`src/rtl/ultrasonido_ctrl.sv`:
```
`timescale 1ns/1ps
// HC-SR04 ranging front end: periodic trigger, echo timing through a
// divider-free prescaler -> microsecond -> centimetre counter chain.
module ultrasonido_ctrl #(
  parameter int CLK_HZ       = 50_000_000,
  parameter int TRIG_US      = 10,
  parameter int CM_US        = 58,
  parameter int PERIOD_US    = 60000,
  parameter int ECHO_WAIT_US = 30000,
  parameter int MAX_CM       = 400
) (
  input  logic        clk,
  input  logic        rst,
  input  logic        echo,
  output logic        trig,
  output logic [32:0] distance,
  output logic        valid,
  output logic        timeout
);

  localparam int US_CYC     = CLK_HZ / 1_000_000;
  localparam int TRIG_CYC   = TRIG_US * US_CYC;
  localparam int PERIOD_CYC = PERIOD_US * US_CYC;
  localparam int WAIT_CYC   = ECHO_WAIT_US * US_CYC;
  localparam int TMR_MAX    = (TRIG_CYC > WAIT_CYC) ? TRIG_CYC : WAIT_CYC;

  localparam int PER_W = $clog2(PERIOD_CYC + 1);
  localparam int TMR_W = $clog2(TMR_MAX + 1);
  localparam int PRE_W = $clog2(US_CYC + 1);
  localparam int USC_W = $clog2(CM_US + 1);

  localparam logic [PER_W-1:0] PER_LAST  = PER_W'(PERIOD_CYC - 1);
  localparam logic [PER_W-1:0] PER_ONE   = PER_W'(1);
  localparam logic [TMR_W-1:0] TRIG_LAST = TMR_W'(TRIG_CYC - 1);
  localparam logic [TMR_W-1:0] WAIT_LAST = TMR_W'(WAIT_CYC - 1);
  localparam logic [TMR_W-1:0] TMR_ONE   = TMR_W'(1);
  localparam logic [PRE_W-1:0] PRE_LAST  = PRE_W'(US_CYC - 1);
  localparam logic [PRE_W-1:0] PRE_ONE   = PRE_W'(1);
  localparam logic [USC_W-1:0] US_LAST   = USC_W'(CM_US - 1);
  localparam logic [USC_W-1:0] US_ONE    = USC_W'(1);
  localparam logic [8:0]       CM_MAX    = 9'(MAX_CM);
  localparam logic [8:0]       CM_ONE    = 9'd1;

  typedef enum logic [2:0] {
    S_IDLE,
    S_TRIG,
    S_WAIT,
    S_MEAS,
    S_DONE
  } state_t;

  state_t           r_state;
  state_t           w_state_nxt;
  logic             r_echo_s1;
  logic             r_echo_s2;
  logic             r_echo_d;
  logic [PER_W-1:0] r_per_cnt;
  logic [TMR_W-1:0] r_tmr;
  logic [TMR_W-1:0] w_tmr_nxt;
  logic [PRE_W-1:0] r_pre_cnt;
  logic [PRE_W-1:0] w_pre_nxt;
  logic [USC_W-1:0] r_us_cnt;
  logic [USC_W-1:0] w_us_nxt;
  logic [8:0]       r_cm_cnt;
  logic [8:0]       w_cm_nxt;
  logic             r_trig;
  logic [32:0]      r_distance;
  logic             r_valid;
  logic             r_timeout;
  logic             w_rise;
  logic             w_fall;

  assign w_rise = r_echo_s2 & ~r_echo_d;
  assign w_fall = ~r_echo_s2 & r_echo_d;

  assign trig     = r_trig;
  assign distance = r_distance;
  assign valid    = r_valid;
  assign timeout  = r_timeout;

  // A no-echo timeout loads MAX_CM into the cm counter, so DONE publishes
  // every outcome from r_cm_cnt and flags timeout whenever it equals MAX_CM.
  always_comb begin
    w_state_nxt = r_state;
    w_tmr_nxt   = r_tmr;
    w_pre_nxt   = r_pre_cnt;
    w_us_nxt    = r_us_cnt;
    w_cm_nxt    = r_cm_cnt;
    case (r_state)
      S_IDLE: begin
        if (r_per_cnt == '0) begin
          w_state_nxt = S_TRIG;
          w_tmr_nxt   = '0;
        end
      end
      S_TRIG: begin
        if (r_tmr == TRIG_LAST) begin
          w_state_nxt = S_WAIT;
          w_tmr_nxt   = '0;
        end else begin
          w_tmr_nxt = r_tmr + TMR_ONE;
        end
      end
      S_WAIT: begin
        if (w_rise) begin
          w_state_nxt = S_MEAS;
          w_pre_nxt   = '0;
          w_us_nxt    = '0;
          w_cm_nxt    = '0;
        end else if (r_tmr == WAIT_LAST) begin
          w_state_nxt = S_DONE;
          w_cm_nxt    = CM_MAX;
        end else begin
          w_tmr_nxt = r_tmr + TMR_ONE;
        end
      end
      S_MEAS: begin
        if (r_cm_cnt == CM_MAX) begin
          w_state_nxt = S_DONE;
        end else begin
          if (r_pre_cnt == PRE_LAST) begin
            w_pre_nxt = '0;
            if (r_us_cnt == US_LAST) begin
              w_us_nxt = '0;
              w_cm_nxt = r_cm_cnt + CM_ONE;
            end else begin
              w_us_nxt = r_us_cnt + US_ONE;
            end
          end else begin
            w_pre_nxt = r_pre_cnt + PRE_ONE;
          end
          if (w_fall) begin
            w_state_nxt = S_DONE;
          end
        end
      end
      S_DONE: begin
        w_state_nxt = S_IDLE;
      end
      default: begin
        w_state_nxt = S_IDLE;
      end
    endcase
  end

  always_ff @(posedge clk) begin
    if (rst) begin
      r_state    <= S_IDLE;
      r_echo_s1  <= 1'b0;
      r_echo_s2  <= 1'b0;
      r_echo_d   <= 1'b0;
      r_per_cnt  <= '0;
      r_tmr      <= '0;
      r_pre_cnt  <= '0;
      r_us_cnt   <= '0;
      r_cm_cnt   <= '0;
      r_trig     <= 1'b0;
      r_distance <= '0;
      r_valid    <= 1'b0;
      r_timeout  <= 1'b0;
    end else begin
      r_echo_s1 <= echo;
      r_echo_s2 <= r_echo_s1;
      r_echo_d  <= r_echo_s2;
      r_per_cnt <= (r_per_cnt == PER_LAST) ? '0 : r_per_cnt + PER_ONE;
      r_state   <= w_state_nxt;
      r_tmr     <= w_tmr_nxt;
      r_pre_cnt <= w_pre_nxt;
      r_us_cnt  <= w_us_nxt;
      r_cm_cnt  <= w_cm_nxt;
      r_trig    <= (r_state == S_TRIG);
      r_valid   <= (r_state == S_DONE);
      if (r_state == S_DONE) begin
        r_distance <= {24'd0, r_cm_cnt};
        r_timeout  <= (r_cm_cnt == CM_MAX);
      end
    end
  end

endmodule
```
`config.mk`:
```
export PLATFORM = sky130hd
export DESIGN_NAME = ultrasonido_ctrl
export DESIGN_NICKNAME = d
export VERILOG_FILES = /design/src/rtl/ultrasonido_ctrl.sv
export SDC_FILE = /design/constraint.sdc
export NUM_CORES = 1
export LEC_CHECK = 0
export CAP_MARGIN = 25
export CELL_PAD_IN_SITES_DETAIL_PLACEMENT = 1
export CELL_PAD_IN_SITES_GLOBAL_PLACEMENT = 2
export CORE_MARGIN = 3
export CORE_UTILIZATION = 38
export DETAILED_ROUTE_END_ITERATION = 8
export PLACE_DENSITY_LB_ADDON = 0.1
export SYNTH_ARGS = -nofsm -noshare
export SYNTH_HDL_FRONTEND = slang
export SYNTH_SLANG_ARGS = --single-unit
```
`constraint.sdc`:
```
create_clock -name clk -period 6.8 [get_ports clk]
set_input_delay 1.36 -clock clk [delete_from_list [all_inputs] [get_ports clk]]
set_output_delay 1.36 -clock clk [all_outputs]
set_load 0.02 [all_outputs]
```
==> results of run 1 <==
where the power goes:
| group | internal [uW] | switching, uW | leakage (uW) | total (uW) |
|---|---|---|---|---|
| clock network | 370 | 208 | 0.000169 | 578 |
| logic | 145 | 305 | 0.000830 | 450 |
| registers | 504 | 55.1 | 0.000663 | 559 |
| total | 1020 | 568 | 0.00166 | 1590 |
layout by cell type, fill, tap and decap left out, types with 3 or more instances in the layout:
cell type        count
o22ai_1             14
nand2b_1             3
nand4b_1             3
nor2_1              63
or2_2                4
nor2b_1              8
a211oi_1             4
nand2_1             52
a211o_1              4
o21ai_0              6
clkdlybuf4s50_1     13
bufinv_16            3
or3_1                3
and2_1               3
a21oi_1             26
inv_1               17
a31oi_1              3
o31ai_1              6
buf_4                3
clkbuf_16            9
nor3b_1              3
nand3_1             26
nand4_1             15
dfxtp_1             82
and3_1              13
a211oi_2             3
nor3_1              15
ha_1                10
nor4_1              17
xnor2_1             24
a32o_1              13
conb_1              24
xor2_1               4
a221oi_1             3
worst max path at each step:
stage,startpoint,endpoint,depth (start not counted)
floorplan,rst,r_per_cnt[12],4
global placement,rst,r_tmr[5],4
detailed placement,rst,r_tmr[2],4
CTS,r_state[1],r_tmr[12],6
global route,r_state[1],r_tmr[12],6
finish,r_state[1],r_tmr[12],6
worst reg2reg max path, delay by kind of cell, from the launching register on:
family	cells	cell delay, ps
DFF	1	650
and+or+nand+nor	2	1000
buffers and inverters	1	370
AOI/OAI and AO/OA	3	1010
cells by family after synthesis:
group | after synthesis | share of synthesized area
buf+inv | 74 | 0.0865
xor+xnor | 28 | 0.0532
fa+ha+maj | 10 | 0.0271
flops | 82 | 0.356
mux | 1 | 0.00217
compound gates | 115 | 0.192
other cells | 1 | 0.000813
simple gates | 247 | 0.283
per-stage QoR:
stage          hold slack (ps)  total power, uW  cell area, um2  instances
6_report                   445             1590            5070        701
4_1_cts                    454             1610            5070        701
3_5_place_dp               430             1020            4720        685
3_3_place_gp               429             1010            4720        685
5_1_grt                    471             1680            5070        701
2_1_floorplan              414              928            4700        581
area by class of cell:
type | count | area (um2)
fill | 1396 | 6600
multi-input combinational | 425 | 2670
sequential | 82 | 1640
clock buffer | 10 | 239
tap | 143 | 179
timing repair buffer | 17 | 158
clock inverter | 6 | 111
inverter | 18 | 67.6
registers in the layout (all words and copies together) (netlist names):
signal     count
r_per_cnt     22
r_tmr         21
distance       9
r_cm_cnt       9
r_pre_cnt      6
r_us_cnt       6
r_state        3
r_echo_d       1
r_echo_s1      1
r_echo_s2      1
timeout        1
trig           1
valid          1
metal layers:
layer / GRT usage / up-vias / part of all wire
met4: 0.0518 / 0 / 0.015
li1: - / 1975 / -
met1: 0.273 / 2016 / 0.48
met3: 0.0513 / 13 / 0.043
met2: 0.311 / 73 / 0.46
met5: 0 / - / 0
==> results.sh, run 1 <==
export IMPL_hold_depth=1
export IMPL_clockBufferDepth=2
export IMPL_cts_tree="yes"
export IMPL_fin_crit_sh=0.461
export IMPL_wl_per_cell_um=17.9
export IMPL_grt_max_degree=58
export IMPL_vias_per_cell=5.82
export IMPL_hold_viol_final=0
export IMPL_antenna_found_initial=0
export IMPL_area_growth_pct=9.88
export IMPL_num_vias=4077
export IMPL_syn_area_um2=4610
export IMPL_synth_seq_cells=82
export IMPL_synth_avg_cell_area_um2=8.27
export IMPL_cp_cell_sequence="nor2b_1 -> nand2b_1 -> a211oi_4 -> buf_4 -> o22ai_1 -> a32o_1"
export IMPL_cp_start_kind="flop"
export IMPL_synth_common_cells="dfxtp_1, nor2_1, nand2_1"
export IMPL_fin_crit_ps=3140
export IMPL_grt_pass1_wl_um=21300
export IMPL_powerDensity_nw_per_um2=313
export IMPL_post_cts_buffers=0
export IMPL_cts_inserted_buffers=9
export IMPL_synth_warnings=0
export IMPL_yosysSeqAreaShare=0.356
export IMPL_critPathBufInv=1
export IMPL_drive_gt1_frac=0.0771
export IMPL_place_port_buffers=14
export IMPL_finish_utilization=0.435
export IMPL_insertion_delay_ps=340
export IMPL_globalplace_congestion=0.791
export IMPL_rsz0062_at_grt="no"
export IMPL_slew_headroom=0.334
export IMPL_clk_pin_slew_ps=70
export IMPL_worst_path_max_fanout=18
export IMPL_whs_endpoint="r_echo_s2"
export IMPL_postCtsHoldBufs=0
export IMPL_syn_instance_count=558
export IMPL_io_pin_count=39
export IMPL_min_delay_start="r_echo_s1"
export IMPL_p_leak_uw=0.00166
export IMPL_drc_errors=0
export IMPL_outcome="finished clean"
export IMPL_synth_top_flop_cell="dfxtp_1"
export IMPL_ys_types=77
export IMPL_fin_nets=566
export IMPL_dieWidth_um=116
export IMPL_finClkSkew_ps=5.97
export IMPL_synth_area_leader_cell="dfxtp_1"
export IMPL_cts_sinks=82
export IMPL_antenna_left=0
export IMPL_finalMaxSlewViolations=0
export IMPL_setup_viol=0
export IMPL_reg2reg_to="r_tmr[12]"
export IMPL_synth_top_area_frac=0.356
export IMPL_cp_arrival_ps=3380
export IMPL_rr_worst_depth=6
export IMPL_drt_total_wl_um=12500
export IMPL_critPathRequiredTime_ps=7040
export IMPL_rows=39
export IMPL_n_antenna_cell=0
export IMPL_dp_hpwl_um=8620
export IMPL_track_usage=0.199
export IMPL_cts_resized=0
export IMPL_ys_async_sr_fraction=0
export IMPL_coreArea_um2=11700
export IMPL_reg2reg_from="r_state[1]"
export IMPL_r2r_slack_ps=3660
export IMPL_start_util=0.395
export IMPL_tightest_slew_ps=987
export IMPL_synth_area_top_cells="dfxtp_1, nor2_1, xnor2_1"
export IMPL_fin_ws_ps=3660
export IMPL_crit_family="simple AND/OR/NAND/NOR gates"
export IMPL_grt_overflow_total=0
export IMPL_pre_cts_ws_ps=3510
export IMPL_cts_htree_levels=3
export IMPL_clockRootBuffer="clkbuf_16"
export IMPL_hold_path_class="flop to flop"
export IMPL_first_global_vias=4140
export IMPL_crit_type="flop to flop"
export IMPL_slowest_delay_ps=760
export IMPL_crit_path_top_delay_cell="nor2b_1"
export IMPL_fmax_mhz=319
export IMPL_vdd_drop_max_uv=152
export IMPL_synth_edff_count=0
export IMPL_finalSetupTns_ps=0
export IMPL_die_area_um2=13500
export IMPL_crit_path_end_kind="flop"
export IMPL_fp_dieH_um=116
export IMPL_dr_pass1_iters=4
export IMPL_synth_most_common_cell="dfxtp_1"
export IMPL_drtIter0Drc=212
export IMPL_cap_violations=0
Power figures use the tool's default switching activity.
==> run 2: changes to the inputs <==
--- a/config.mk
+++ b/config.mk
@@ -9,7 +9,7 @@
 export CELL_PAD_IN_SITES_DETAIL_PLACEMENT = 1
 export CELL_PAD_IN_SITES_GLOBAL_PLACEMENT = 2
 export CORE_MARGIN = 3
-export CORE_UTILIZATION = 38
+export CORE_UTILIZATION = 32
 export DETAILED_ROUTE_END_ITERATION = 8
 export PLACE_DENSITY_LB_ADDON = 0.1
 export SYNTH_ARGS = -nofsm -noshare
==> constraint.sdc (replaced) <==
create_clock -name clk -period 2.65 [get_ports clk]
set_input_delay 0.53 -clock clk [delete_from_list [all_inputs] [get_ports clk]]
set_output_delay 0.53 -clock clk [all_outputs]
set_load 0.02 [all_outputs]
==> run 2 against run 1 <==
  * Final area up 3.6%
  * Register-to-register slack worse by 3400 ps
  * Clock power rose to 2.7 times the previous value
  * Largest cell class unchanged
  * Critical path depth is the same
==> results.sh, run 2 (synthesized netlist as in run 1, its figures left out) <==
export IMPL_vdd_drop_max_uv=397
export IMPL_cts_inserted_buffers=9
export IMPL_drc_errors=0
export IMPL_wl_per_cell_um=17.4
export IMPL_drtIter0Drc=207
export IMPL_start_util=0.330
export IMPL_grt_overflow_total=0
export IMPL_cp_cell_sequence="ha_1 -> or4bb_1 -> nor4_4 -> a21o_4 -> o22ai_1 -> a32o_1"
export IMPL_dieWidth_um=126
export IMPL_finalMaxSlewViolations=0
export IMPL_crit_path_start="r_tmr[0]"
export IMPL_place_port_buffers=14
export IMPL_io_pin_count=39
export IMPL_num_vias=4073
export IMPL_antenna_found_initial=0
export IMPL_finClkSkew_ps=9.61
export IMPL_multi_input_area_um2=2670
export IMPL_top_regs="r_per_cnt x22, r_tmr x21"
export IMPL_cts_htree_levels=3
export IMPL_grt_max_degree=23
export IMPL_clockBufferDepth=2
export IMPL_slowest_delay_ps=550
export IMPL_cts_tree="yes"
export IMPL_top_register="r_per_cnt"
export IMPL_n_antenna_cell=0
export IMPL_crit_type="flop to flop"
export IMPL_globalplace_congestion=0.747
export IMPL_rr_worst_depth=6
export IMPL_reg2reg_from="r_tmr[0]"
export IMPL_layout_commonest_cell="dfxtp_1"
export IMPL_whs_endpoint="r_echo_s2"
export IMPL_dr_pass1_iters=4
export IMPL_fin_nets=583
export IMPL_reg2reg_to="r_tmr[9]"
export IMPL_insertion_delay_ps=350
export IMPL_critPathBufInv=0
export IMPL_tightest_slew_ps=982
export IMPL_outcome="finished clean"
export IMPL_cts_resized=0
export IMPL_cp_start_kind="flop"
export IMPL_track_usage=0.172
export IMPL_area_growth_pct=13.8
export IMPL_mostFrequentLayoutCells="dfxtp_1, nor2_1, nand2_1"
export IMPL_n_fill_cell=1689
export IMPL_crit_path_top_delay_cell="or4bb_1"
export IMPL_slew_headroom=0.337
export IMPL_rows=43
export IMPL_worst_path_max_fanout=16
export IMPL_fin_crit_ps=2380
export IMPL_fin_crit_sh=0.899
export IMPL_grt_pass1_wl_um=22300
export IMPL_fin_ws_ps=268
export IMPL_die_area_um2=15900
export IMPL_post_cts_buffers=0
export IMPL_critPathRequiredTime_ps=2890
export IMPL_dp_hpwl_um=9240
export IMPL_largest_reg_flops=22
export IMPL_finalSetupTns_ps=0
export IMPL_fmax_mhz=420
export IMPL_vias_per_cell=5.40
export IMPL_r2r_slack_ps=270
export IMPL_clk_pin_slew_ps=60
export IMPL_cts_sinks=82
export IMPL_powerDensity_nw_per_um2=804
export IMPL_hold_viol_final=0
export IMPL_first_global_vias=4232
export IMPL_pre_cts_ws_ps=249
export IMPL_hold_path_class="flop to flop"
export IMPL_min_delay_start="r_echo_s1"
export IMPL_clockRootBuffer="clkbuf_16"
export IMPL_regArea_um2=1640
export IMPL_hold_depth=1
export IMPL_coreArea_um2=14000
export IMPL_rsz0062_at_grt="no"
export IMPL_antenna_left=0
export IMPL_p_leak_uw=0.00175
export IMPL_crit_path_end_kind="flop"
export IMPL_setup_viol=0
export IMPL_crit_family="simple AND/OR/NAND/NOR gates"
export IMPL_drive_gt1_frac=0.101
export IMPL_drt_total_wl_um=13100
export IMPL_cap_violations=0
export IMPL_postCtsHoldBufs=0
export IMPL_cp_arrival_ps=2620
export IMPL_fp_dieH_um=126
## run 2: changes by cell type in the layout (fill, tap and decap cells not counted)
cell and delta:
clkbuf_8 -1, clkbuf_1 +1, inv_6 -1, clkinv_2 -1, buf_4 +17, bufinv_16 +1
## run 2: layout make-up
class                           count  share of cell area
Multi-Input combinational cell    425               0.509
Sequential cell                    82               0.313
Timing Repair Buffer               34              0.0544
Clock buffer                       10              0.0436
Tap cell                          180              0.0429
Clock inverter                      5              0.0243
Inverter                           18              0.0129
## run 2: where the power goes
group / internal, uW / total [uW] / switching [uW]
Clock: 1010 / 1540 / 528
Sequential: 1290 / 1370 / 72.7
Combinational: 453 / 1310 / 859
Total: 2760 / 4220 / 1460
## run 2: metrics by stage
| stage | cell area, um2 | hold slack [ps] | power [uW] | cells | utilization |
|---|---|---|---|---|---|
| CTS | 5250 | 441 | 4270 | 754 | 0.375 |
| floorplan | 4700 | 414 | 2380 | 581 | - |
| finish | 5250 | 440 | 4220 | 754 | 0.375 |
| detailed placement | 4890 | 425 | 2720 | 739 | 0.350 |
| global route | 5250 | 459 | 4490 | 754 | 0.375 |
| global placement | 4890 | 427 | 2700 | 739 | 0.350 |
## run 2: metal layers
metal  global-route usage  vias up  wire length (um)
li1                     -     2010                 -
met1                0.230     2003              6270
met2                0.281       48              6260
met3               0.0254       12               334
met4               0.0631        0               216
met5                    0        -                 0
## run 2: worst max-delay path by stage
stage                endpoint  cells after the start
floorplan           r_tmr[13]                      7
global placement    r_tmr[13]                      7
detailed placement  r_tmr[15]                      7
CTS                 r_tmr[15]                      7
global route        r_tmr[15]                      7
finish               r_tmr[9]                      6
==> run 3: changes to the inputs <==
--- a/config.mk
+++ b/config.mk
@@ -5,11 +5,11 @@
 export SDC_FILE = /design/constraint.sdc
 export NUM_CORES = 1
 export LEC_CHECK = 0
-export CAP_MARGIN = 25
 export CELL_PAD_IN_SITES_DETAIL_PLACEMENT = 1
 export CELL_PAD_IN_SITES_GLOBAL_PLACEMENT = 2
 export CORE_MARGIN = 3
 export CORE_UTILIZATION = 32
+export CTS_CLUSTER_SIZE = 30
 export DETAILED_ROUTE_END_ITERATION = 8
 export PLACE_DENSITY_LB_ADDON = 0.1
 export SYNTH_ARGS = -nofsm -noshare
==> results of run 3 <==
No change in the layout: final DEF, timing and power equal those of run 2.
